`src/rtl/io_uart_pkg.sv`:
```
// Shared register map, bit positions and FSM encoding for the memory-mapped UART transmitter.
package io_uart_pkg;

  localparam logic [3:0] REG_TXDATA_OFF = 4'h0;
  localparam logic [3:0] REG_STATUS_OFF = 4'h4;
  localparam logic [3:0] REG_BAUD_OFF   = 4'h8;
  localparam logic [3:0] REG_CTRL_OFF   = 4'hC;

  localparam logic [1:0] REG_TXDATA = REG_TXDATA_OFF[3:2];
  localparam logic [1:0] REG_STATUS = REG_STATUS_OFF[3:2];
  localparam logic [1:0] REG_BAUD   = REG_BAUD_OFF[3:2];
  localparam logic [1:0] REG_CTRL   = REG_CTRL_OFF[3:2];

  localparam int STATUS_BUSY_BIT  = 0;
  localparam int STATUS_FULL_BIT  = 1;
  localparam int STATUS_EMPTY_BIT = 2;
  localparam int STATUS_OVF_BIT   = 3;
  localparam int STATUS_COUNT_LSB = 8;

  localparam int CTRL_TX_EN_BIT  = 0;
  localparam int CTRL_IRQ_EN_BIT = 1;

  typedef enum logic [1:0] {
    ST_IDLE  = 2'd0,
    ST_START = 2'd1,
    ST_DATA  = 2'd2,
    ST_STOP  = 2'd3
  } tx_state_e;

  // A divider of 0 would never let a bit end, so 0 and 1 both mean one clock per bit.
  function automatic logic [15:0] eff_div(input logic [15:0] div);
    return (div <= 16'd1) ? 16'd1 : div;
  endfunction

endpackage

```
`src/rtl/io_uart_tx_fifo.sv`:
```
// Synchronous FIFO; a push into a full FIFO is accepted when a pop happens in the same cycle.
module sync_fifo #(
  parameter int WIDTH = 8,
  parameter int DEPTH = 8
) (
  input  logic                     clk,
  input  logic                     reset,
  input  logic                     push,
  input  logic                     pop,
  input  logic [WIDTH-1:0]         din,
  output logic [WIDTH-1:0]         dout,
  output logic                     full,
  output logic                     empty,
  output logic [$clog2(DEPTH):0]   count
);

  localparam int PTR_W = $clog2(DEPTH);
  localparam int CNT_W = PTR_W + 1;

  logic [WIDTH-1:0] mem_q [DEPTH];
  logic [PTR_W-1:0] wr_ptr_q, wr_ptr_d;
  logic [PTR_W-1:0] rd_ptr_q, rd_ptr_d;
  logic [CNT_W-1:0] count_q, count_d;
  logic             do_push_s;
  logic             do_pop_s;

  assign full      = (count_q == CNT_W'(DEPTH));
  assign empty     = (count_q == '0);
  assign count     = count_q;
  assign dout      = mem_q[rd_ptr_q];
  assign do_pop_s  = pop && !empty;
  assign do_push_s = push && (!full || do_pop_s);

  // Pointer and occupancy update; pointers wrap naturally because DEPTH is a power of two.
  always_comb begin
    wr_ptr_d = wr_ptr_q;
    rd_ptr_d = rd_ptr_q;
    count_d  = count_q;
    if (do_push_s) begin
      wr_ptr_d = wr_ptr_q + PTR_W'(1);
    end else begin
      wr_ptr_d = wr_ptr_q;
    end
    if (do_pop_s) begin
      rd_ptr_d = rd_ptr_q + PTR_W'(1);
    end else begin
      rd_ptr_d = rd_ptr_q;
    end
    case ({do_push_s, do_pop_s})
      2'b10:   count_d = count_q + CNT_W'(1);
      2'b01:   count_d = count_q - CNT_W'(1);
      default: count_d = count_q;
    endcase
  end

  // Control state registers.
  always_ff @(posedge clk) begin
    if (reset) begin
      wr_ptr_q <= '0;
      rd_ptr_q <= '0;
      count_q  <= '0;
    end else begin
      wr_ptr_q <= wr_ptr_d;
      rd_ptr_q <= rd_ptr_d;
      count_q  <= count_d;
    end
  end

  // Storage array; contents need no reset since occupancy gates every read.
  always_ff @(posedge clk) begin
    if (do_push_s) begin
      mem_q[wr_ptr_q] <= din;
    end
  end

endmodule

```
`src/rtl/io_uart_tx.sv`:
```
// Memory-mapped 8N1 UART transmitter: register file, combinational read mux, baud counter and frame FSM.
module io_uart_tx
  import io_uart_pkg::*;
#(
  parameter int FIFO_DEPTH   = 8,
  parameter int CLKS_PER_BIT = 434
) (
  input  logic        clk,
  input  logic        reset,
  input  logic [31:0] io_address,
  input  logic [31:0] io_write_value,
  output logic [31:0] io_read_value,
  input  logic        io_write_en,
  input  logic        io_read_en,
  input  logic [2:0]  io_data_size,
  output logic        tx,
  output logic        irq
);

  localparam int CNT_W = $clog2(FIFO_DEPTH) + 1;

  tx_state_e        state_q, state_d;
  logic [7:0]       shift_q, shift_d;
  logic [2:0]       bit_idx_q, bit_idx_d;
  logic [15:0]      baud_cnt_q, baud_cnt_d;
  logic             tx_q, tx_d;
  logic [1:0]       ctrl_q, ctrl_d;
  logic [15:0]      baud_div_q, baud_div_d;
  logic             ovf_q, ovf_d;

  logic [1:0]       reg_idx_s;
  logic             fifo_push_s;
  logic             fifo_pop_s;
  logic [7:0]       fifo_dout_s;
  logic             fifo_full_s;
  logic             fifo_empty_s;
  logic [CNT_W-1:0] fifo_count_s;
  logic             start_s;
  logic             bit_end_s;
  logic [15:0]      div_eff_s;
  logic [31:0]      status_s;
  logic [31:0]      rdata_s;
  logic             unused_s;

  assign reg_idx_s   = io_address[3:2];
  assign fifo_push_s = io_write_en && (reg_idx_s == REG_TXDATA);
  assign start_s     = ctrl_q[CTRL_TX_EN_BIT] && !fifo_empty_s;
  assign div_eff_s   = eff_div(baud_div_q);
  // ">=" rather than "==" so a divider shrunk below the running count ends the bit at once.
  assign bit_end_s   = (baud_cnt_q >= (div_eff_s - 16'd1));
  assign unused_s    = ^{io_data_size, io_address[31:4], io_address[1:0], io_write_value[31:16]};

  sync_fifo #(
    .WIDTH (8),
    .DEPTH (FIFO_DEPTH)
  ) u_fifo (
    .clk   (clk),
    .reset (reset),
    .push  (fifo_push_s),
    .pop   (fifo_pop_s),
    .din   (io_write_value[7:0]),
    .dout  (fifo_dout_s),
    .full  (fifo_full_s),
    .empty (fifo_empty_s),
    .count (fifo_count_s)
  );

  // Register-file write decode.
  always_comb begin
    ctrl_d     = ctrl_q;
    baud_div_d = baud_div_q;
    ovf_d      = ovf_q;
    if (io_write_en) begin
      case (reg_idx_s)
        REG_TXDATA: begin
          if (fifo_full_s && !fifo_pop_s) begin
            ovf_d = 1'b1;
          end else begin
            ovf_d = ovf_q;
          end
        end
        REG_STATUS: begin
          if (io_write_value[STATUS_OVF_BIT]) begin
            ovf_d = 1'b0;
          end else begin
            ovf_d = ovf_q;
          end
        end
        REG_BAUD: baud_div_d = io_write_value[15:0];
        REG_CTRL: ctrl_d     = io_write_value[1:0];
        default:  ctrl_d     = ctrl_q;
      endcase
    end else begin
      ovf_d = ovf_q;
    end
  end

  // Register-file storage.
  always_ff @(posedge clk) begin
    if (reset) begin
      ctrl_q     <= 2'b01;
      baud_div_q <= 16'(CLKS_PER_BIT);
      ovf_q      <= 1'b0;
    end else begin
      ctrl_q     <= ctrl_d;
      baud_div_q <= baud_div_d;
      ovf_q      <= ovf_d;
    end
  end

  // FSM state register, including the datapath that moves with it.
  always_ff @(posedge clk) begin
    if (reset) begin
      state_q    <= ST_IDLE;
      shift_q    <= 8'd0;
      bit_idx_q  <= 3'd0;
      baud_cnt_q <= 16'd0;
      tx_q       <= 1'b1;
    end else begin
      state_q    <= state_d;
      shift_q    <= shift_d;
      bit_idx_q  <= bit_idx_d;
      baud_cnt_q <= baud_cnt_d;
      tx_q       <= tx_d;
    end
  end

  // FSM next state.
  always_comb begin
    state_d    = state_q;
    shift_d    = shift_q;
    bit_idx_d  = bit_idx_q;
    baud_cnt_d = baud_cnt_q;
    if (state_q == ST_IDLE) begin
      baud_cnt_d = 16'd0;
    end else if (bit_end_s) begin
      baud_cnt_d = 16'd0;
    end else begin
      baud_cnt_d = baud_cnt_q + 16'd1;
    end
    case (state_q)
      ST_IDLE: begin
        if (start_s) begin
          state_d = ST_START;
          shift_d = fifo_dout_s;
        end else begin
          state_d = ST_IDLE;
        end
      end
      ST_START: begin
        if (bit_end_s) begin
          state_d   = ST_DATA;
          bit_idx_d = 3'd0;
        end else begin
          state_d = ST_START;
        end
      end
      ST_DATA: begin
        if (bit_end_s) begin
          shift_d   = {1'b0, shift_q[7:1]};
          bit_idx_d = bit_idx_q + 3'd1;
          if (bit_idx_q == 3'd7) begin
            state_d = ST_STOP;
          end else begin
            state_d = ST_DATA;
          end
        end else begin
          state_d = ST_DATA;
        end
      end
      ST_STOP: begin
        if (bit_end_s) begin
          state_d = ST_IDLE;
        end else begin
          state_d = ST_STOP;
        end
      end
      default: state_d = ST_IDLE;
    endcase
  end

  // FSM outputs; tx is registered from the next state so it changes on the same edge as the state.
  always_comb begin
    fifo_pop_s = 1'b0;
    tx_d       = 1'b1;
    if ((state_q == ST_IDLE) && start_s) begin
      fifo_pop_s = 1'b1;
    end else begin
      fifo_pop_s = 1'b0;
    end
    case (state_d)
      ST_START: tx_d = 1'b0;
      ST_DATA:  tx_d = shift_d[0];
      default:  tx_d = 1'b1;
    endcase
  end

  // Combinational read mux.
  always_comb begin
    status_s                              = 32'd0;
    status_s[STATUS_BUSY_BIT]             = (state_q != ST_IDLE);
    status_s[STATUS_FULL_BIT]             = fifo_full_s;
    status_s[STATUS_EMPTY_BIT]            = fifo_empty_s;
    status_s[STATUS_OVF_BIT]              = ovf_q;
    status_s[STATUS_COUNT_LSB +: 8]       = 8'(fifo_count_s);
    rdata_s                               = 32'd0;
    if (io_read_en) begin
      case (reg_idx_s)
        REG_STATUS: rdata_s = status_s;
        REG_BAUD:   rdata_s = {16'd0, baud_div_q};
        REG_CTRL:   rdata_s = {30'd0, ctrl_q};
        default:    rdata_s = 32'd0;
      endcase
    end else begin
      rdata_s = 32'd0;
    end
  end

  assign io_read_value = rdata_s;
  assign tx            = tx_q;
  assign irq           = ctrl_q[CTRL_IRQ_EN_BIT] && fifo_empty_s;

endmodule
```
`config.mk`:
```
export PLATFORM = sky130hd
export DESIGN_NAME = io_uart_tx
export DESIGN_NICKNAME = d
export VERILOG_FILES = /design/src/rtl/io_uart_pkg.sv /design/src/rtl/io_uart_tx_fifo.sv /design/src/rtl/io_uart_tx.sv
export SDC_FILE = /design/constraint.sdc
export NUM_CORES = 1
export LEC_CHECK = 0
export ABC_AREA = 1
export CAP_MARGIN = 40
export CORE_ASPECT_RATIO = 1.75
export CORE_MARGIN = 8
export CORE_UTILIZATION = 35
export DETAILED_ROUTE_END_ITERATION = 10
export HOLD_SLACK_MARGIN = 0.02
export SLEW_MARGIN = 20
export SYNTH_ARGS = -nofsm -noshare
export SYNTH_HDL_FRONTEND = slang
export SYNTH_SLANG_ARGS = --single-unit
export TNS_END_PERCENT = 5
```
`constraint.sdc`:
```
create_clock -name clk -period 4.09 [get_ports clk]
set_input_delay 0.409 -clock clk [delete_from_list [all_inputs] [get_ports clk]]
set_output_delay 0.409 -clock clk [all_outputs]
set_load 0.03 [all_outputs]
```
==> impl_summary.txt <==
----------------------------------------------------
[Run status]
  Result of the run ... complete, no violations

[STA]
  Setup violation total in the final timing report ... 0
  Transition time at the pin with the least slew margin ... between 0.8 and 0.9 ns
  Fin Hold WS ... 0.4616 ns
  Setup TNS after final layout ... 0 ns
  Fin. max-slew vios ... 0
  Crit path time final ... between 3 and 4 ns
  Share of the clock period used by the worst path ... 0.8863
  Final worst clock skew ... approximately 0.0095 ns
  Unrepaired setup endpoints after global routing ... no
  Relative max-transition margin ... 0.4385
  Final number of hold-violating endpoints ... 0
  Max Freq ... roughly 280 MHz

[Clocking]
  Master cell of the clock root buffer ... sky130_fd_sc_hd__clkbuf_16
  Post-CTS clock slew at the launch and capture registers of the worst setup and hold paths ... 0.06 ns
  Maximum root-to-sink buffer count ... 2
  Post-CTS setup buffer count ... 0
  Count of cells resized by post-cts repair ... 0
  Number of buffers added to fix hold violations after cts ... 0
  Level count of the clock H-tree ... 4
  TritonCTS clock tree ... built
  Clock buffers created by TritonCTS ... 17
  Clock insertion delay at the later pin of the skew report ... 0.42 ns
  CTS sink count ... approximately 130

[Final layout]
  Final layout net count ... about 840
  Post-Layout Cell Count ... 983
  Layout Cell Area excl Fill ... about 7400 um^2
  Post-synthesis to final-layout area growth ... 21.01%
  # fillers ... between 1,500 and 2,000
  Diodes inserted ... 0
  Proportion of layout cells with a drive suffix above 1 ... 0.1037

[Logic synthesis]
  Predominant post-synthesis flop cell ... sky130_fd_sc_hd__edfxtp_1
  Area of the mapped netlist ... 6121 um^2
  Sequential fraction of the synthesis area ... 0.5168
  Number of enable-type register cells in the synthesized netlist ... 64
  Synthesized instance count ... 687
  Fraction of synthesized cell area taken by the top area cell type ... 0.3140
  Ranking of synthesized cells by area ... sky130_fd_sc_hd__edfxtp_1, sky130_fd_sc_hd__dfxtp_1, sky130_fd_sc_hd__nand2_1
  Number of warnings issued by yosys ... 0
  Async set-reset flop share out of synthesis ... 0
  Register bit count reported by yosys ... 126
  Library cell with the largest summed area after synthesis ... sky130_fd_sc_hd__edfxtp_1
  Mean area per synthesized cell ... 8.910 um^2
  Number of unique standard cell types used by synthesis ... 43

[GRT]
  Maximum number of pins on one net before global-route repair ... 33
  Remaining global-route overflow ... 0
  Number of antenna violations at the first check in global routing ... 0
  Via count of the first global-routing pass ... around 4,800
  Global-route wire length before repair ... 23.36 mm
  Overall Global Routing Usage ... 0.1386

[Die]
  Overall die height ... 190.9 um
  Number of rows created at floorplan ... 64
  Starting density of the core ... 0.3539
  Io pins ... ~110
  Horizontal die dimension ... 116.0 um
  Area of the core ... 17,300 um^2
  Total die area ... 22,140 um^2

[Route]
  Vias per std cell ... 4.790
  Number of DRC violations after detailed-routing iteration 0 ... 225
  Via total after detailed routing ... 4,709
  Routed WL ... 14.51 mm
  DRC Markers ... 0
  Router iterations before antenna repair ... 4
  Routed wire per std cell ... 14.76 um
  Post-detailed-route count of antenna-violating nets ... 0

[Worst hold path]
  Hold crit path type ... reg -> reg

[Power and ir drop]
  Worst voltage drop across the vdd grid ... 0.3171 mV
  PwrDens ... 544.3 nW/um^2
  Total leakage power ... about 2.8 nW
  Overall power after layout ... 4.032 mW

[Run]
  Max-cap violation count ... 0

[Placed design]
  Routability congestion estimate ... 0.8455
  Area post-placement ... 6749 um^2
  Placed Cells ... 949
  Number of port buffers ... 39
  Total half-perimeter wirelength after legalization and detailed placement ... 10.75 mm

[Critical path]
  Slowest stage delay, CP ... 0.38 ns
  Arrival time of data at the critical path endpoint ... 3.98 ns
  Cell type of the slowest stage on the worst timing path ... sky130_fd_sc_hd__dfxtp_1
  Critical path class ... reg -> reg
  Critical path peak fanout ... 10
  Critical path launch point type ... flip-flop
  Endpoint required time on the critical path ... 4.45 ns
  CP Capture Type ... flip-flop

----------------------------------------------------
==> layout make-up <==
| class | instances | area [um^2] | area share |
|---|---|---|---|
| multi-input cells | 471 | 2547 | 0.3439 |
| clock inverters | 15 | 207.7 | 0.02804 |
| inverters | 69 | 264.0 | 0.03564 |
| flip-flops and latches | 126 | 3163 | 0.4270 |
| clock buffers | 17 | 425.4 | 0.05743 |
| repair buffers | 54 | 510.5 | 0.06892 |
| well taps | 231 | 289.0 | 0.03902 |
==> cells in the mapped netlist (all sizes together) (2+ instances only) <==
cell	count
nand4	5
edfxtp	64
xor2	17
o221ai	8
ha	24
xnor2	2
o211ai	13
o21ai	51
buf	27
nand2	114
a31oi	4
dfxtp	62
o22ai	7
clkbuf	9
nor3	14
nand3	24
a21oi	45
nor3b	4
nor2	114
inv	68
nor4	2
==> path summary, 6_finish.rpt <==
path / to / from / depth (start not counted) / slack, ns
worst max-delay path: shift_q[2] / baud_div_q[6] / 25 / 0.46
worst min-delay path: baud_cnt_q[0] / baud_cnt_q[0] / 1 / 0.46
worst max register to register: shift_q[2] / baud_div_q[6] / 25 / 0.46
worst min register to register: baud_cnt_q[0] / baud_cnt_q[0] / 1 / 0.46
==> layout by cell type, fill, tap and decap left out, types with 13 or more instances in the layout <==
cell type / instances
sky130_fd_sc_hd__dfxtp_1: 62
sky130_fd_sc_hd__edfxtp_1: 64
sky130_fd_sc_hd__clkbuf_16: 17
sky130_fd_sc_hd__a21oi_1: 45
sky130_fd_sc_hd__buf_4: 14
sky130_fd_sc_hd__nand3_1: 23
sky130_fd_sc_hd__nand2_1: 108
sky130_fd_sc_hd__o211ai_1: 13
sky130_fd_sc_hd__nor2_1: 104
sky130_fd_sc_hd__ha_1: 24
sky130_fd_sc_hd__o21ai_0: 48
sky130_fd_sc_hd__clkdlybuf4s50_1: 39
sky130_fd_sc_hd__xor2_1: 17
sky130_fd_sc_hd__inv_1: 61
sky130_fd_sc_hd__conb_1: 16
==> stage by stage <==
step	worst slack, ns	utilization
final	0.4648	0.4282
after global routing	0.05562	0.4282
after CTS	0.4161	0.4268
after detailed placement	0.4450	0.3902
after global placement	0.4635	0.3889
after floorplan	0.9229	-
==> cells by family after synthesis <==
family / Yosys count / share of synthesized area
AOI/OAI and AO/OA: 133 / 0.1253
DFF: 126 / 0.5168
adders and majority gates: 25 / 0.05233
other: 1 / 0.0006127
buffers and inverters: 105 / 0.07788
and+or+nand+nor: 278 / 0.1999
xor gates and xnor gates: 19 / 0.02719
==> worst max-delay path: cells and delay by family, from the launching register on <==
kind | cells | cell delay [ns]
flops | 1 | 0.38
buf+inv | 5 | 0.57
xor+xnor | 1 | 0.15
fa+ha+maj | 2 | 0.52
simple gates | 14 | 1.57
compound gates | 3 | 0.37
==> metal layers <==
layer / vias up / routed length, um / track usage
met3: 28 / 666 / 0.02974
met1: 2169 / 5094 / 0.1245
li1: 2404 / - / -
met2: 108 / 8244 / 0.2750
met5: - / 0 / 0
met4: 0 / 506 / 0.07075
==> sequential cells by signal (all words and copies together) (netlist names), named ones only <==
register / count
u_fifo.wr_ptr_q: 3
bit_idx_q: 3
ctrl_q: 2
tx: 1
baud_cnt_q: 16
shift_q: 8
u_fifo.rd_ptr_q: 3
state_q: 2
u_fifo.count: 4
ovf_q: 1
u_fifo.mem_q: 64
baud_div_q: 16
==> where the power goes <==
part           switching [mW]  internal (mW)  leakage, nW
logic                   0.613          0.317         1.45
clock network           0.581           1.03        0.309
registers              0.0687           1.42         1.08
(Power assumes the default switching activity.)
